### src/rtl/dmem_host_port_if.sv
// Host-port bundle: start/operand inputs, data-memory bus and result handshake.
// The master modport is the host port itself; the slave side is memory plus consumer.
interface dmem_host_port_if;
  logic        start;
  logic [31:0] op_a;
  logic [31:0] op_b;
  logic        mem_we;
  logic [31:0] mem_a;
  logic [31:0] mem_wd;
  logic [31:0] mem_rd;
  logic        res_valid;
  logic [31:0] res_data;
  logic [2:0]  res_idx;
  logic        res_ready;
  logic        busy;
  logic        done;
  logic        timeout;

  modport master (
    input  start, op_a, op_b, mem_rd, res_ready,
    output mem_we, mem_a, mem_wd, res_valid, res_data, res_idx, busy, done, timeout
  );

  modport slave (
    output start, op_a, op_b, mem_rd, res_ready,
    input  mem_we, mem_a, mem_wd, res_valid, res_data, res_idx, busy, done, timeout
  );
endinterface

### src/rtl/dmem_host_port.sv
// Host-side data-memory sequencer: loads two operands, clears and polls a completion
// flag, then streams the result words out over a valid/ready handshake.
module dmem_host_port #(
  parameter logic [31:0] OP_A_ADDR      = 32'h00,
  parameter logic [31:0] OP_B_ADDR      = 32'h04,
  parameter logic [31:0] RES_BASE_ADDR  = 32'h08,
  parameter int unsigned NUM_RES        = 5,
  parameter logic [31:0] FLAG_ADDR      = 32'h1C,
  parameter int unsigned TIMEOUT_CYCLES = 1_000_000
) (
  input  logic            clk,
  input  logic            reset_n,
  dmem_host_port_if.master bus
);

  localparam int unsigned   CW       = (TIMEOUT_CYCLES > 1) ? $clog2(TIMEOUT_CYCLES) : 1;
  localparam logic [CW-1:0] CNT_LAST = CW'(TIMEOUT_CYCLES - 1);
  localparam logic [2:0]    IDX_LAST = 3'(NUM_RES - 1);

  typedef enum logic [3:0] {
    S_IDLE, S_WR_A, S_WR_B, S_CLR_FLAG, S_POLL, S_READ, S_SEND, S_DONE, S_ERR
  } state_t;

  state_t        state_q, state_d;
  logic [31:0]   op_a_q, op_b_q, res_q;
  logic [2:0]    idx_q;
  logic [CW-1:0] cnt_q;
  logic          capture, cnt_inc, idx_inc, res_load;

  always_ff @(posedge clk or negedge reset_n) begin
    if (!reset_n) begin
      state_q <= S_IDLE;
      op_a_q  <= '0;
      op_b_q  <= '0;
      res_q   <= '0;
      idx_q   <= '0;
      cnt_q   <= '0;
    end else begin
      state_q <= state_d;
      if (capture) begin
        op_a_q <= bus.op_a;
        op_b_q <= bus.op_b;
        idx_q  <= '0;
        cnt_q  <= '0;
      end else begin
        if (cnt_inc) cnt_q <= cnt_q + 1'b1;
        if (idx_inc) idx_q <= idx_q + 1'b1;
      end
      if (res_load) res_q <= bus.mem_rd;
    end
  end

  always_comb begin
    state_d       = state_q;
    capture       = 1'b0;
    cnt_inc       = 1'b0;
    idx_inc       = 1'b0;
    res_load      = 1'b0;
    bus.mem_we    = 1'b0;
    bus.mem_a     = '0;
    bus.mem_wd    = '0;
    bus.res_valid = 1'b0;
    bus.busy      = 1'b1;
    case (state_q)
      S_IDLE, S_DONE, S_ERR: begin
        bus.busy = 1'b0;
        if (bus.start) begin
          capture = 1'b1;
          state_d = S_WR_A;
        end
      end
      S_WR_A: begin
        bus.mem_we = 1'b1;
        bus.mem_a  = OP_A_ADDR;
        bus.mem_wd = op_a_q;
        state_d    = S_WR_B;
      end
      S_WR_B: begin
        bus.mem_we = 1'b1;
        bus.mem_a  = OP_B_ADDR;
        bus.mem_wd = op_b_q;
        state_d    = S_CLR_FLAG;
      end
      S_CLR_FLAG: begin
        bus.mem_we = 1'b1;
        bus.mem_a  = FLAG_ADDR;
        state_d    = S_POLL;
      end
      S_POLL: begin
        bus.mem_a = FLAG_ADDR;
        // A set flag wins over an expiring counter on the same edge.
        if (bus.mem_rd != '0)      state_d = S_READ;
        else if (cnt_q == CNT_LAST) state_d = S_ERR;
        else                        cnt_inc = 1'b1;
      end
      S_READ: begin
        bus.mem_a = RES_BASE_ADDR + {27'b0, idx_q, 2'b00};
        res_load  = 1'b1;
        state_d   = S_SEND;
      end
      S_SEND: begin
        bus.res_valid = 1'b1;
        if (bus.res_ready) begin
          if (idx_q == IDX_LAST) begin
            state_d = S_DONE;
          end else begin
            idx_inc = 1'b1;
            state_d = S_READ;
          end
        end
      end
      default: begin
        bus.busy = 1'b0;
        state_d  = S_IDLE;
      end
    endcase
  end

  assign bus.res_data = res_q;
  assign bus.res_idx  = idx_q;
  assign bus.done     = (state_q == S_DONE);
  assign bus.timeout  = (state_q == S_ERR);

endmodule

### src/flat_wrapper.sv
// flat-port wrapper written by rule: the top's interface ports become plain ports
module dmem_host_port_flat 
#(
  parameter logic [31:0] OP_A_ADDR      = 32'h00,
  parameter logic [31:0] OP_B_ADDR      = 32'h04,
  parameter logic [31:0] RES_BASE_ADDR  = 32'h08,
  parameter int unsigned NUM_RES        = 5,
  parameter logic [31:0] FLAG_ADDR      = 32'h1C,
  parameter int unsigned TIMEOUT_CYCLES = 1_000_000
)
  (clk, reset_n, bus_start, bus_op_a, bus_op_b, bus_mem_rd, bus_res_ready, bus_mem_we, bus_mem_a, bus_mem_wd, bus_res_valid, bus_res_data, bus_res_idx, bus_busy, bus_done, bus_timeout);
  dmem_host_port_if bus_i ();
  input  logic clk;
  input  logic reset_n;
  input wire logic [$bits(bus_i.start)-1:0] bus_start;
  input wire logic [$bits(bus_i.op_a)-1:0] bus_op_a;
  input wire logic [$bits(bus_i.op_b)-1:0] bus_op_b;
  input wire logic [$bits(bus_i.mem_rd)-1:0] bus_mem_rd;
  input wire logic [$bits(bus_i.res_ready)-1:0] bus_res_ready;
  output wire logic [$bits(bus_i.mem_we)-1:0] bus_mem_we;
  output wire logic [$bits(bus_i.mem_a)-1:0] bus_mem_a;
  output wire logic [$bits(bus_i.mem_wd)-1:0] bus_mem_wd;
  output wire logic [$bits(bus_i.res_valid)-1:0] bus_res_valid;
  output wire logic [$bits(bus_i.res_data)-1:0] bus_res_data;
  output wire logic [$bits(bus_i.res_idx)-1:0] bus_res_idx;
  output wire logic [$bits(bus_i.busy)-1:0] bus_busy;
  output wire logic [$bits(bus_i.done)-1:0] bus_done;
  output wire logic [$bits(bus_i.timeout)-1:0] bus_timeout;
  assign bus_i.start = bus_start;
  assign bus_i.op_a = bus_op_a;
  assign bus_i.op_b = bus_op_b;
  assign bus_i.mem_rd = bus_mem_rd;
  assign bus_i.res_ready = bus_res_ready;
  assign bus_mem_we = bus_i.mem_we;
  assign bus_mem_a = bus_i.mem_a;
  assign bus_mem_wd = bus_i.mem_wd;
  assign bus_res_valid = bus_i.res_valid;
  assign bus_res_data = bus_i.res_data;
  assign bus_res_idx = bus_i.res_idx;
  assign bus_busy = bus_i.busy;
  assign bus_done = bus_i.done;
  assign bus_timeout = bus_i.timeout;
  dmem_host_port #(.OP_A_ADDR(OP_A_ADDR), .OP_B_ADDR(OP_B_ADDR), .RES_BASE_ADDR(RES_BASE_ADDR), .NUM_RES(NUM_RES), .FLAG_ADDR(FLAG_ADDR), .TIMEOUT_CYCLES(TIMEOUT_CYCLES)) u_core (.clk(clk), .reset_n(reset_n), .bus(bus_i));
endmodule
### config.mk
export PLATFORM = sky130hd
export DESIGN_NAME = dmem_host_port_flat
export DESIGN_NICKNAME = d
export VERILOG_FILES = /design/src/rtl/dmem_host_port_if.sv /design/src/rtl/dmem_host_port.sv /design/src/flat_wrapper.sv
export SDC_FILE = /design/constraint.sdc
export NUM_CORES = 1
export LEC_CHECK = 0
export ABC_AREA = 1
export CAP_MARGIN = 20
export CELL_PAD_IN_SITES_DETAIL_PLACEMENT = 1
export CELL_PAD_IN_SITES_GLOBAL_PLACEMENT = 1
export CORE_MARGIN = 1.5
export CORE_UTILIZATION = 30
export DETAILED_ROUTE_END_ITERATION = 8
export GPL_ROUTABILITY_DRIVEN = 0
export PLACE_DENSITY_LB_ADDON = 0.1
export SYNTH_ARGS = -nofsm -noshare
export SYNTH_HDL_FRONTEND = slang
export SYNTH_SLANG_ARGS = --single-unit
export TNS_END_PERCENT = 10
### constraint.sdc
create_clock -name clk -period 1.6 [get_ports clk]
set_clock_uncertainty 0.2 [all_clocks]
set_input_delay 0.32 -clock clk [delete_from_list [all_inputs] [get_ports clk]]
set_output_delay 0.32 -clock clk [all_outputs]
set_load 0.02 [all_outputs]
==> flow_metrics.py <==
metrics = {
    "power": {
        "pwr-share-comb_pct": 47.4,
        "power.total_mw": 17.23,
        "p_sw_share_pct": 39.72,
        "power_density_nw_per_um2": 1759,
        "clkPwrFrac_pct": 22.0,
        "pwr-share-seq_pct": 30.6,
        "leakagePower_nw": 5.136,
        "switchingPower_mw": 6.842,
        "peakVddDrop_v": 0.0009457,
        "intPower_mw": 10.38,
    },
    "sta": {
        "setup_tns_ps": -48070,
        "setup_violations": 132,
        "finalHoldViolations": 0,
        "timing.hold.ws_ps": 111.1,
        "setup_ws_ps": -643.2,
        "fmax_mhz": 445.8,
        "post-route-period-util_pct": 140.2,
        "finalCriticalPeriod_ps": 2243,
        "grt_setup_unrepaired": "true",
        "slew_violations": 0,
    },
    "logic_synthesis": {
        "synth_cells": 797,
        "ys.flop_type": "dfrtp_1",
        "synth-edff-count": 0,
        "synth_area_leaders": "dfrtp_1, nand2_1, a22o_1",
        "ys_types": 25,
        "ys_seq_elements": 123,
        "syn-cell-area_sq_um": 6162,
        "async_reset_ff_share_pct": 100.0,
        "ys_warn_count": 0,
        "netlist_top_cells_count": "nand2_1, dfrtp_1, nor2_1",
        "yosysMostFrequentCell": "nand2_1",
        "ys_seq_area_share_pct": 49.95,
        "synth_top_area_cell": "dfrtp_1",
        "syn_avg_cell_area_sq_um": 7.732,
        "synth_top_area_share_pct": 49.95,
    },
    "critical_path": {
        "critPathLaunch": "u_core.state_q[1]",
        "reg2reg_to": "u_core.cnt_q[0]",
        "critPathSlowestCell": "dfrtp_2",
        "start_kind": "register",
        "rrSetupSlack_ps": -360,
        "critPathKind": "register to output port",
        "reg2reg_from": "u_core.state_q[1]",
        "endpoint_kind": "output port",
        "path_max_fanout": 12,
        "rr_worst_depth": 9,
        "cp_common_cell": "buf_4",
        "cp_cell_sequence": "inv_2 -> nor3_4 -> buf_4 -> buf_16 -> a22o_4 -> buf_4",
        "cp.arrival_ps": 1720,
        "critPathRequiredTime_ps": 1080,
        "slowest_delay_ps": 460,
    },
    "route": {
        "ant_nets": 0,
        "wirelength_um": 20490,
        "vias": 6022,
        "first_pass_iters": 4,
        "drt-initial-drc-count": 227,
        "viasPerCell": 4.487,
        "drcViolationCount": 0,
        "wl_per_cell_um": 15.27,
    },
    "clock_tree": {
        "clk_pin_slew_ps": 60,
        "clock-root-buffer": "clkbuf_16",
        "clock_latency_ps": 420,
        "clkSinkCount": 123,
        "cts_made_buffers": 17,
        "cts_buffer_depth": 2,
        "cts_tree": "built",
        "htreeDepth": 4,
    },
    "placement": {
        "port_buffers": 175,
        "place.detailed.hpwl_um": 14720,
    },
    "final_layout": {
        "nets": 1163,
        "area_growth_pct": 58.92,
        "ff_latch_area_sq_um": 3080,
        "multi_input_area_sq_um": 3060,
        "layout-drive-gt1-share_pct": 25.19,
        "fill_cells": 2443,
        "diodes": 0,
    },
    "run_status": {
        "violations": "setup timing",
        "status": "finished, violations left",
    },
    "die": {
        "dieWidth_um": 146.3,
        "initial_core_util_pct": 30.55,
        "die_h_um": 146.3,
        "num_rows": 52,
        "dieArea_sq_um": 21410,
        "coreArea_sq_um": 20170,
        "io_pins": 204,
    },
    "global_routing": {
        "grt_antenna_before_repair": 0,
        "grt_max_degree": 41,
        "grt_util_all_layers_pct": 19.92,
        "grt_pass1_wl_um": 33710,
        "grt-ovfl-total": 0,
        "grt_pass1_vias": 6384,
    },
    "min_path": {
        "holdCritPathClass": "primary input to async pin",
    },
    "run": {
        "maxCapViolations": 0,
    },
}
-- state kept, by name (all words and copies together), names as in the netlist --
name and cells:
u_core.op_a_q 32, u_core.cnt_q 20, u_core.state_q 4, u_core.bus.res_data 32
u_core.op_b_q 32, u_core.bus.res_idx 3
-- area by class of cell --
| type | instances | share of cell area, % |
|---|---|---|
| multi-input cells | 606 | 31.25 |
| well taps | 270 | 3.450 |
| clock inverters | 11 | 1.239 |
| clock buffers | 21 | 4.599 |
| inverters | 32 | 1.252 |
| flip-flops and latches | 123 | 31.46 |
| repair buffers | 279 | 26.75 |
-- layer usage --
layer / track usage [%] / share of wire [%]
met5: 0 / 0
met4: 4.596 / 0.94
met3: 5.844 / 5.7
met2: 31.66 / 47
met1: 26.82 / 47
-- worst max-delay path by stage --
stage          cells past startpoint  slack, ps        endpoint
2_1_floorplan                      6       -170    bus_mem_a[2]
3_3_place_gp                       7       -720    bus_mem_a[2]
3_5_place_dp                       7       -740    bus_mem_a[2]
4_1_cts                            7       -740  bus_mem_wd[29]
5_1_grt                            6       -750  bus_mem_wd[16]
6_report                           6       -640  bus_mem_wd[29]
-- power groups by stage --
stage | clock (mW) | combinational, mW | sequential (mW)
floorplan | 0 | 4.16 | 5.58
global placement | 0 | 7.84 | 5.34
detailed placement | 0 | 8.07 | 5.29
CTS | 3.90 | 8.31 | 5.30
global route | 4.04 | 8.92 | 5.43
finish | 3.78 | 8.17 | 5.28
-- worst max-delay path: cells and delay by family (launching register included) --
family,cells,cell delay [ps]
AND/OR/NAND/NOR,1,50
flip-flops,1,460
AO/OA/AOI/OAI,1,240
buffers and inverters,4,550
-- per-stage QoR --
| stage | cell area [sq um] | utilization, % | instances | setup slack, ps |
|---|---|---|---|---|
| finish | 9793 | 48.55 | 1342 | -643.2 |
| global route | 9793 | 48.55 | 1342 | -750.6 |
| CTS | 9842 | 48.80 | 1341 | -740.7 |
| detailed placement | 9110 | 45.17 | 1295 | -739.1 |
| global placement | 9110 | 45.17 | 1295 | -715.2 |
| floorplan | 6605 | - | 824 | -173.4 |
-- logic make-up after synthesis --
kind of cell | share of synthesized area (%)
other | 0.06086
AOI/OAI and AO/OA | 5.482
adders and majority gates | 0.8122
xor gates and xnor gates | 2.274
DFF | 49.95
and+or+nand+nor | 33.18
buffers and inverters | 8.244
-- timing repair --
action | in CTS | in global routing
hold buffers | 1 | 0
pin swaps | 9 | 5
setup buffers | 11 | 3
setup endpoints to repair | 199 | 189
endpoints found under the hold margin | 123 | 0
cloned | 2 | 0
gates resized for setup | 347 | 64
-- cells in the final DEF (no fill, tap or decap), types with 3 or more instances in the layout --
cell / instances
a22o_4: 30
clkbuf_16: 17
nor2_1: 57
clkbuf_1: 3
conb_1: 28
nand3_2: 4
nand4_1: 3
clkinv_2: 4
nand3_1: 51
clkdlybuf4s50_1: 98
xor2_1: 10
buf_6: 32
buf_2: 33
nor3_4: 4
buf_12: 16
xnor2_1: 6
nand2_1: 382
o21ai_1: 3
o21ai_0: 3
clkinv_4: 3
inv_2: 6
inv_1: 25
nor2_2: 3
dfrtp_1: 121
ha_1: 4
buf_4: 94
nand2_2: 4
nor2_4: 3
Power figures use the tool's default switching activity.
